==> src/rtl/serial_sched_pkg.sv <==
// Shared types for the two-requester serial-add scheduler.
package serial_sched_pkg;

    localparam int NUM_REQ = 2;

    typedef enum logic [1:0] {
        S_IDLE,
        S_LOAD,
        S_RUN,
        S_RESP
    } state_t;

endpackage

==> src/rtl/sched_arbiter2.sv <==
// Two-way one-hot grant; combinational, no state. When both request, the one
// that was not granted last wins, so a pointer tied to 1 yields fixed req0 priority.
module sched_arbiter2
    import serial_sched_pkg::*;
(
    input  logic [NUM_REQ-1:0] valid_i,
    input  logic               last_i,
    output logic [NUM_REQ-1:0] grant_o
);

    always_comb begin
        grant_o = '0;
        if (valid_i[0] && valid_i[1]) begin
            grant_o = last_i ? 2'b01 : 2'b10;
        end else begin
            grant_o = valid_i;
        end
    end

endmodule

==> src/rtl/serial_add_sched.sv <==
// Arbitrates two requesters onto one shared N-cycle serial adder; response N+2 cycles after accept,
// held until rsp_ready. SERIAL_SCHED_RR_EN selects round-robin, otherwise fixed req0 priority.
module serial_add_sched
    import serial_sched_pkg::*;
#(
    parameter int N = 4
) (
    input  logic         clk,
    input  logic         reset,
    input  logic         req0_valid,
    input  logic [N-1:0] req0_a,
    input  logic [N-1:0] req0_b,
    output logic         req0_ready,
    input  logic         req1_valid,
    input  logic [N-1:0] req1_a,
    input  logic [N-1:0] req1_b,
    output logic         req1_ready,
    output logic         rsp_valid,
    input  logic         rsp_ready,
    output logic         rsp_id,
    output logic [N-1:0] rsp_sum,
    output logic         rsp_cout,
    output logic         add_load,
    output logic [N-1:0] add_a,
    output logic [N-1:0] add_b,
    input  logic [N-1:0] add_sum,
    input  logic         add_cout
);

    localparam int CW = (N > 1) ? $clog2(N) : 1;

    state_t         state_q, state_d;
    logic [CW-1:0]  cnt_q, cnt_d;
    logic [N-1:0]   a_q, a_d, b_q, b_d;
    logic           id_q, id_d;
    logic           rsp_id_q, rsp_id_d;
    logic [N-1:0]   sum_q, sum_d;
    logic           cout_q, cout_d;

    logic [NUM_REQ-1:0] vld, gnt;
    logic               last_grant;
    logic               accept;

    assign vld = {req1_valid, req0_valid};

`ifdef SERIAL_SCHED_RR_EN
    logic last_q;

    always_ff @(posedge clk) begin
        if (reset) begin
            last_q <= 1'b1;
        end else if (accept) begin
            last_q <= gnt[1];
        end
    end

    assign last_grant = last_q;
`else
    assign last_grant = 1'b1;
`endif

    sched_arbiter2 u_arb (
        .valid_i (vld),
        .last_i  (last_grant),
        .grant_o (gnt)
    );

    // Ready is suppressed during the reset cycle even though the state may read IDLE.
    assign req0_ready = (state_q == S_IDLE) && !reset && gnt[0];
    assign req1_ready = (state_q == S_IDLE) && !reset && gnt[1];
    assign accept     = req0_ready || req1_ready;

    always_comb begin
        state_d  = state_q;
        cnt_d    = cnt_q;
        a_d      = a_q;
        b_d      = b_q;
        id_d     = id_q;
        rsp_id_d = rsp_id_q;
        sum_d    = sum_q;
        cout_d   = cout_q;
        case (state_q)
            S_IDLE: begin
                if (accept) begin
                    a_d     = gnt[1] ? req1_a : req0_a;
                    b_d     = gnt[1] ? req1_b : req0_b;
                    id_d    = gnt[1];
                    cnt_d   = '0;
                    state_d = S_LOAD;
                end
            end
            S_LOAD: begin
                state_d = S_RUN;
            end
            S_RUN: begin
                if (cnt_q == CW'(N - 1)) begin
                    sum_d    = add_sum;
                    cout_d   = add_cout;
                    rsp_id_d = id_q;
                    cnt_d    = '0;
                    state_d  = S_RESP;
                end else begin
                    cnt_d = cnt_q + CW'(1);
                end
            end
            S_RESP: begin
                if (rsp_ready) begin
                    state_d = S_IDLE;
                end
            end
            default: begin
                state_d = S_IDLE;
            end
        endcase
    end

    always_ff @(posedge clk) begin
        if (reset) begin
            state_q  <= S_IDLE;
            cnt_q    <= '0;
            a_q      <= '0;
            b_q      <= '0;
            id_q     <= 1'b0;
            rsp_id_q <= 1'b0;
            sum_q    <= '0;
            cout_q   <= 1'b0;
        end else begin
            state_q  <= state_d;
            cnt_q    <= cnt_d;
            a_q      <= a_d;
            b_q      <= b_d;
            id_q     <= id_d;
            rsp_id_q <= rsp_id_d;
            sum_q    <= sum_d;
            cout_q   <= cout_d;
        end
    end

    assign add_load  = (state_q == S_LOAD);
    assign add_a     = a_q;
    assign add_b     = b_q;
    assign rsp_valid = (state_q == S_RESP);
    assign rsp_id    = rsp_id_q;
    assign rsp_sum   = sum_q;
    assign rsp_cout  = cout_q;

endmodule

==> config.mk <==
export PLATFORM = sky130hd
export DESIGN_NAME = serial_add_sched
export DESIGN_NICKNAME = d
export VERILOG_FILES = /design/src/rtl/serial_sched_pkg.sv /design/src/rtl/sched_arbiter2.sv /design/src/rtl/serial_add_sched.sv
export SDC_FILE = /design/constraint.sdc
export NUM_CORES = 1
export LEC_CHECK = 0
export CELL_PAD_IN_SITES_DETAIL_PLACEMENT = 2
export CELL_PAD_IN_SITES_GLOBAL_PLACEMENT = 2
export CORE_MARGIN = 2
export CORE_UTILIZATION = 24
export DETAILED_ROUTE_END_ITERATION = 8
export PLACE_DENSITY_LB_ADDON = 0.12
export SETUP_SLACK_MARGIN = 0.02
export SYNTH_ARGS = -nofsm -noshare
export SYNTH_HDL_FRONTEND = slang
export SYNTH_SLANG_ARGS = --single-unit
export TNS_END_PERCENT = 50
==> constraint.sdc <==
create_clock -name clk -period 3.4 [get_ports clk]
set_input_delay 0.68 -clock clk [delete_from_list [all_inputs] [get_ports clk]]
set_output_delay 0.68 -clock clk [all_outputs]
set_load 0.1 [all_outputs]
Word level (Yosys, flattened, before mapping)
Cells that the tools add are included.
{"block": "classes", "n_addsub": 1, "n_eq_ne": 7, "n_mux": 10, "n_reduce_logical": 12}
{"cell": "2-bit 2-to-1 mux", "n": 6}
{"cell": "4-bit 2-to-1 mux", "n": 2}
{"cell": "2-bit case mux with 4 select lines", "n": 1}
{"cell": "2-bit == test (second input constant)", "n": 3}
{"cell": "2-bit AND reduction", "n": 3}
{"cell": "1-bit logical AND", "n": 4}
{"cell": "2-bit != test (second input constant)", "n": 2}
{"cell": "2-bit case mux with 2 select lines", "n": 1}
{"cell": "3-bit AND reduction", "n": 1}
{"cell": "2-bit by 1-bit adder with 2-bit output (second input constant)", "n": 1}
{"cell": "2-bit by 1-bit == test with 1-bit output (second input constant)", "n": 1}
{"cell": "2-bit logical NOT", "n": 1}
{"cell": "2-bit by 1-bit != test with 1-bit output (second input constant)", "n": 1}
{"cell": "2-bit nonzero test", "n": 1}
{"cell": "1-bit logical NOT", "n": 1}
{"cell": "1-bit logical OR", "n": 1}
{"block": "totals", "reg_bits": 19, "in_bits": 26, "word_cells": 38}

Depth between registers and ports, before layout
{"block": "logic_depth", "word_depth": 6, "depth_mapped": 6, "ltp_nobuf": 5}

Cells and area by module
From an unflattened synthesis, not the netlist that was laid out.
{"block": "hier_totals", "cells_unflattened": 107, "hier_area_um2": 985.9}
{"module": "serial_add_sched", "instances": 1, "cells_each": 104, "area_each_um2": 967.2}
{"module": "sched_arbiter2", "instances": 1, "cells_each": 3, "area_each_um2": 18.8}

Least setup slack after synthesis
No wires, ideal clock.
{"block": "synth_timing", "kind": "input to output", "startpoint": "input port reset", "endpoint": "output port req0_ready", "arrival_ns": 1.762, "t_required_ns": 2.720, "setup_slack_ns": 0.958, "cell_stages": 3, "path_cell_list": "and2b_1 -> buf_4 -> and2_1"}
{"block": "synth_between", "elab_chain_cells": 3}
{"item": "start: declaration", "line_no": "serial_add_sched.sv:9", "source": "input logic reset,"}
{"item": "1-bit logical NOT", "line_no": "serial_add_sched.sv:69", "source": "assign req0_ready = (state_q == S_IDLE) && !reset && gnt[0];"}
{"item": "1-bit logical AND (2 in series)", "line_no": "serial_add_sched.sv:69"}
{"item": "end: declaration", "line_no": "serial_add_sched.sv:13", "source": "output logic req0_ready,"}
No other way between the ends.

Worst setup path in the final report
Same ends and word-level chain as after synthesis.

==> flow_summary.yaml <==
run_status:
  run_status: "finished, final reports clean"
clock_network:
  cts_buffer_depth: 2
  cts-root-buf: "clkbuf_8"
  ctsResizeCount: 0
  clock_sinks: 19
  htreeDepth: 1
  clock_latency_ps: 260
  cts_inserted_buffers: 3
  cts_tree: "built"
  cts_hold_buf: 0
  path_clk_slew_ps: 70
  cts_setup_buffers: 0
pwr:
  clkPwrFrac: 0.161
  internal_power_uw: 505
  comb_power_share: 0.549
  power.leakage_uw: 0.000546
  p_sw_frac: 0.495
  ir_worst_vdd_v: 0.000273
  net-switching-power_uw: 495
  powerDensity_nw_per_um2: 678
  p_seq_frac: 0.290
timing:
  tns_ps: 0
  max_freq_mhz: 379
  post-route-period-util: 0.777
  hold_violations: 0
  slew_headroom: 0.349
  report.final.slew_viol_count: 0
  setup-violations-final: 0
  tightest_slew_ps: 974
  fin_worst_skew_ps: 1.35
  rsz0062_at_grt: "no"
  timing.final.crit_period_ps: 2640
logic_synthesis:
  synth_top_area_share: 0.395
  synth_top_family_by_area: "compound AO/OA/AOI/OAI gates"
  synth_fa_ha_area_frac: 0.0650
  syn_nets: 135
  seq_area_frac_synth: 0.395
  ys_seq_elements: 19
  netlist_top_cells_area: "dfxtp_1, mux2i_1, a21oi_1"
  syn_area_per_cell_um2: 9.25
  synth_simple_gate_area_frac: 0.155
  synth_compound_area_frac: 0.221
  synth.distinct_cells: 28
  syn_inst: 104
  yosysWarningCount: 0
  synth_xor_area_frac: 0
  synth_mux_area_frac: 0.0936
  synth_top_cell_by_area: "dfxtp_1"
  synth.cell_area_um2: 962
final_layout:
  n_antenna_cell: 0
  final_cell_mix: "clkdlybuf4s50_1, dfxtp_1, a21oi_1"
  layout_commonest_cell: "clkdlybuf4s50_1"
  fin_area_um2: 1480
  final_core_util: 0.377
  stdcell_count: 196
  drive_gt1_frac: 0.110
  layout.nets: 178
  fill_cells: 454
  area_growth_pct: 53.3
min_path:
  worstHoldPathType: "flop to flop"
  whs_path_depth: 2
  min_from: "rsp_sum[0]"
  worstHoldEndpoint: "rsp_sum[0]"
routing:
  avgViaCountPerCell: 4.74
  antenna_left: 0
  drcViolationCount: 0
  drt_iter0_markers: 19
  vias: 930
  routed_wl_mm: 2.93
  drtPass1Iterations: 3
  routedWlPerCell_um: 14.9
setup_path:
  worst-r2r-setup-slack_ps: 1730
  reg2reg_to: "add_b[2]"
  r2r_start: "state_q[0]"
  crit_required_ps: 2720
  crit_slowest_cell: "and2b_1"
  critPathMaxFanout: 11
  path_delay_family: "simple AND/OR/NAND/NOR gates"
  path_cells: "clkdlybuf4s50_1, and2b_1, and2_1, buf_12"
  critPathMaxStageDelay_ps: 430
  end_kind: "primary output"
  start_kind: "primary input"
  crit_buf_inv: 2
  r2r_cells: 5
  crit_type: "primary input to primary output"
  critical_path_arrival_ps: 1960
grt:
  grt_max_degree: 21
  grt_pass1_vias: 1032
  grt.overflow.total: 0
  grtUsageTotal: 0.145
  antenna_found_initial: 0
  grt_pass1_wl_mm: 4.90
placement:
  dp_cells: 192
  portBuffers: 43
  dpl_cell_area_um2: 1430
  gp_congestion: 0.669
  hpwl_mm: 2.29
die:
  die_w_um: 67.3
  dieArea_um2: 4530
  ioPinCount: 44
  initial_utilization: 0.246
  core_area_um2: 3910
  fp.dieH_um: 67.3
  num_rows: 23
flow_run:
  maxCapViolCount: 0
==> worst max path at each step <==
stage | start | cells after the start | endpoint | slack [ps]
after global routing | reset | 4 | req0_ready | 670
after CTS | reset | 4 | req0_ready | 750
after detailed placement | reset | 4 | req0_ready | 760
final | reset | 4 | req0_ready | 760
after floorplan | reset | 3 | req0_ready | 960
after global placement | reset | 4 | req1_ready | 770
==> sequential cells by signal, indices dropped and copies added, names as in the netlist <==
register / count
add_a: 4
add_b: 4
cnt_q: 2
id_q: 1
rsp_cout: 1
rsp_id: 1
rsp_sum: 4
state_q: 2
==> power by group through the flow <==
stage | registers, uW | clock network, uW | logic [uW]
6_report | 290 | 161 | 549
5_1_grt | 295 | 180 | 590
4_1_cts | 291 | 169 | 558
3_5_place_dp | 295 | 0 | 556
3_3_place_gp | 293 | 0 | 546
2_1_floorplan | 447 | 0 | 260
==> layout make-up <==
type                            instances  area (um2)  share of cell area
Timing Repair Buffer                   45         453               0.307
Tap cell                               50        62.6              0.0424
Multi-Input combinational cell         73         514               0.349
Clock inverter                          1        5.00             0.00339
Clock buffer                            3        41.3              0.0280
Inverter                                5        18.8              0.0127
Sequential cell                        19         380               0.258
==> cells in the mapped netlist <==
master / number
clkbuf_1: 1
nand2b_4: 1
buf_4: 1
nand3_1: 6
a31o_1: 1
or2_1: 1
and2_1: 2
and2b_1: 1
o2111ai_1: 1
dfxtp_1: 19
mux2i_1: 9
o41ai_1: 1
o211ai_1: 1
nand2b_1: 1
ha_1: 5
nor2b_1: 1
nand2_1: 9
nor2_1: 2
a21oi_1: 17
nor2b_2: 1
a2111oi_0: 1
nor3_4: 1
a211oi_1: 9
buf_6: 2
inv_1: 5
a21o_1: 1
buf_2: 3
o311a_1: 1
==> worst reg2reg max path, delay by kind of cell, from the launching register on <==
| family | cells | cell delay, ps |
|---|---|---|
| AND/OR/NAND/NOR | 1 | 440 |
| flip-flops | 1 | 360 |
| adder cells (fa/ha/maj) | 1 | 310 |
| buffers and inverters | 2 | 270 |
| AO/OA/AOI/OAI | 1 | 150 |
==> stage by stage <==
step / setup WS [ps] / power, uW / hold WS [ps]
floorplan: 958 / 707 / 443
global placement: 769 / 839 / 442
detailed placement: 763 / 851 / 453
CTS: 752 / 1020 / 464
global route: 666 / 1060 / 493
finish: 760 / 1000 / 457
==> per-layer routing <==
layer,vias to the layer above,track usage,part of all wire
met5,-,0,0
li1,460,-,-
met1,431,0.159,0.41
met2,35,0.271,0.50
met3,4,0.0417,0.079
met4,0,0.0383,0.0082
==> logic make-up after synthesis <==
| logic type | after synthesis |
|---|---|
| compound gates | 33 |
| fa+ha+maj | 5 |
| mux | 9 |
| buf+inv | 12 |
| simple gates | 26 |
| flops | 19 |
Power figures use the tool's default switching activity.
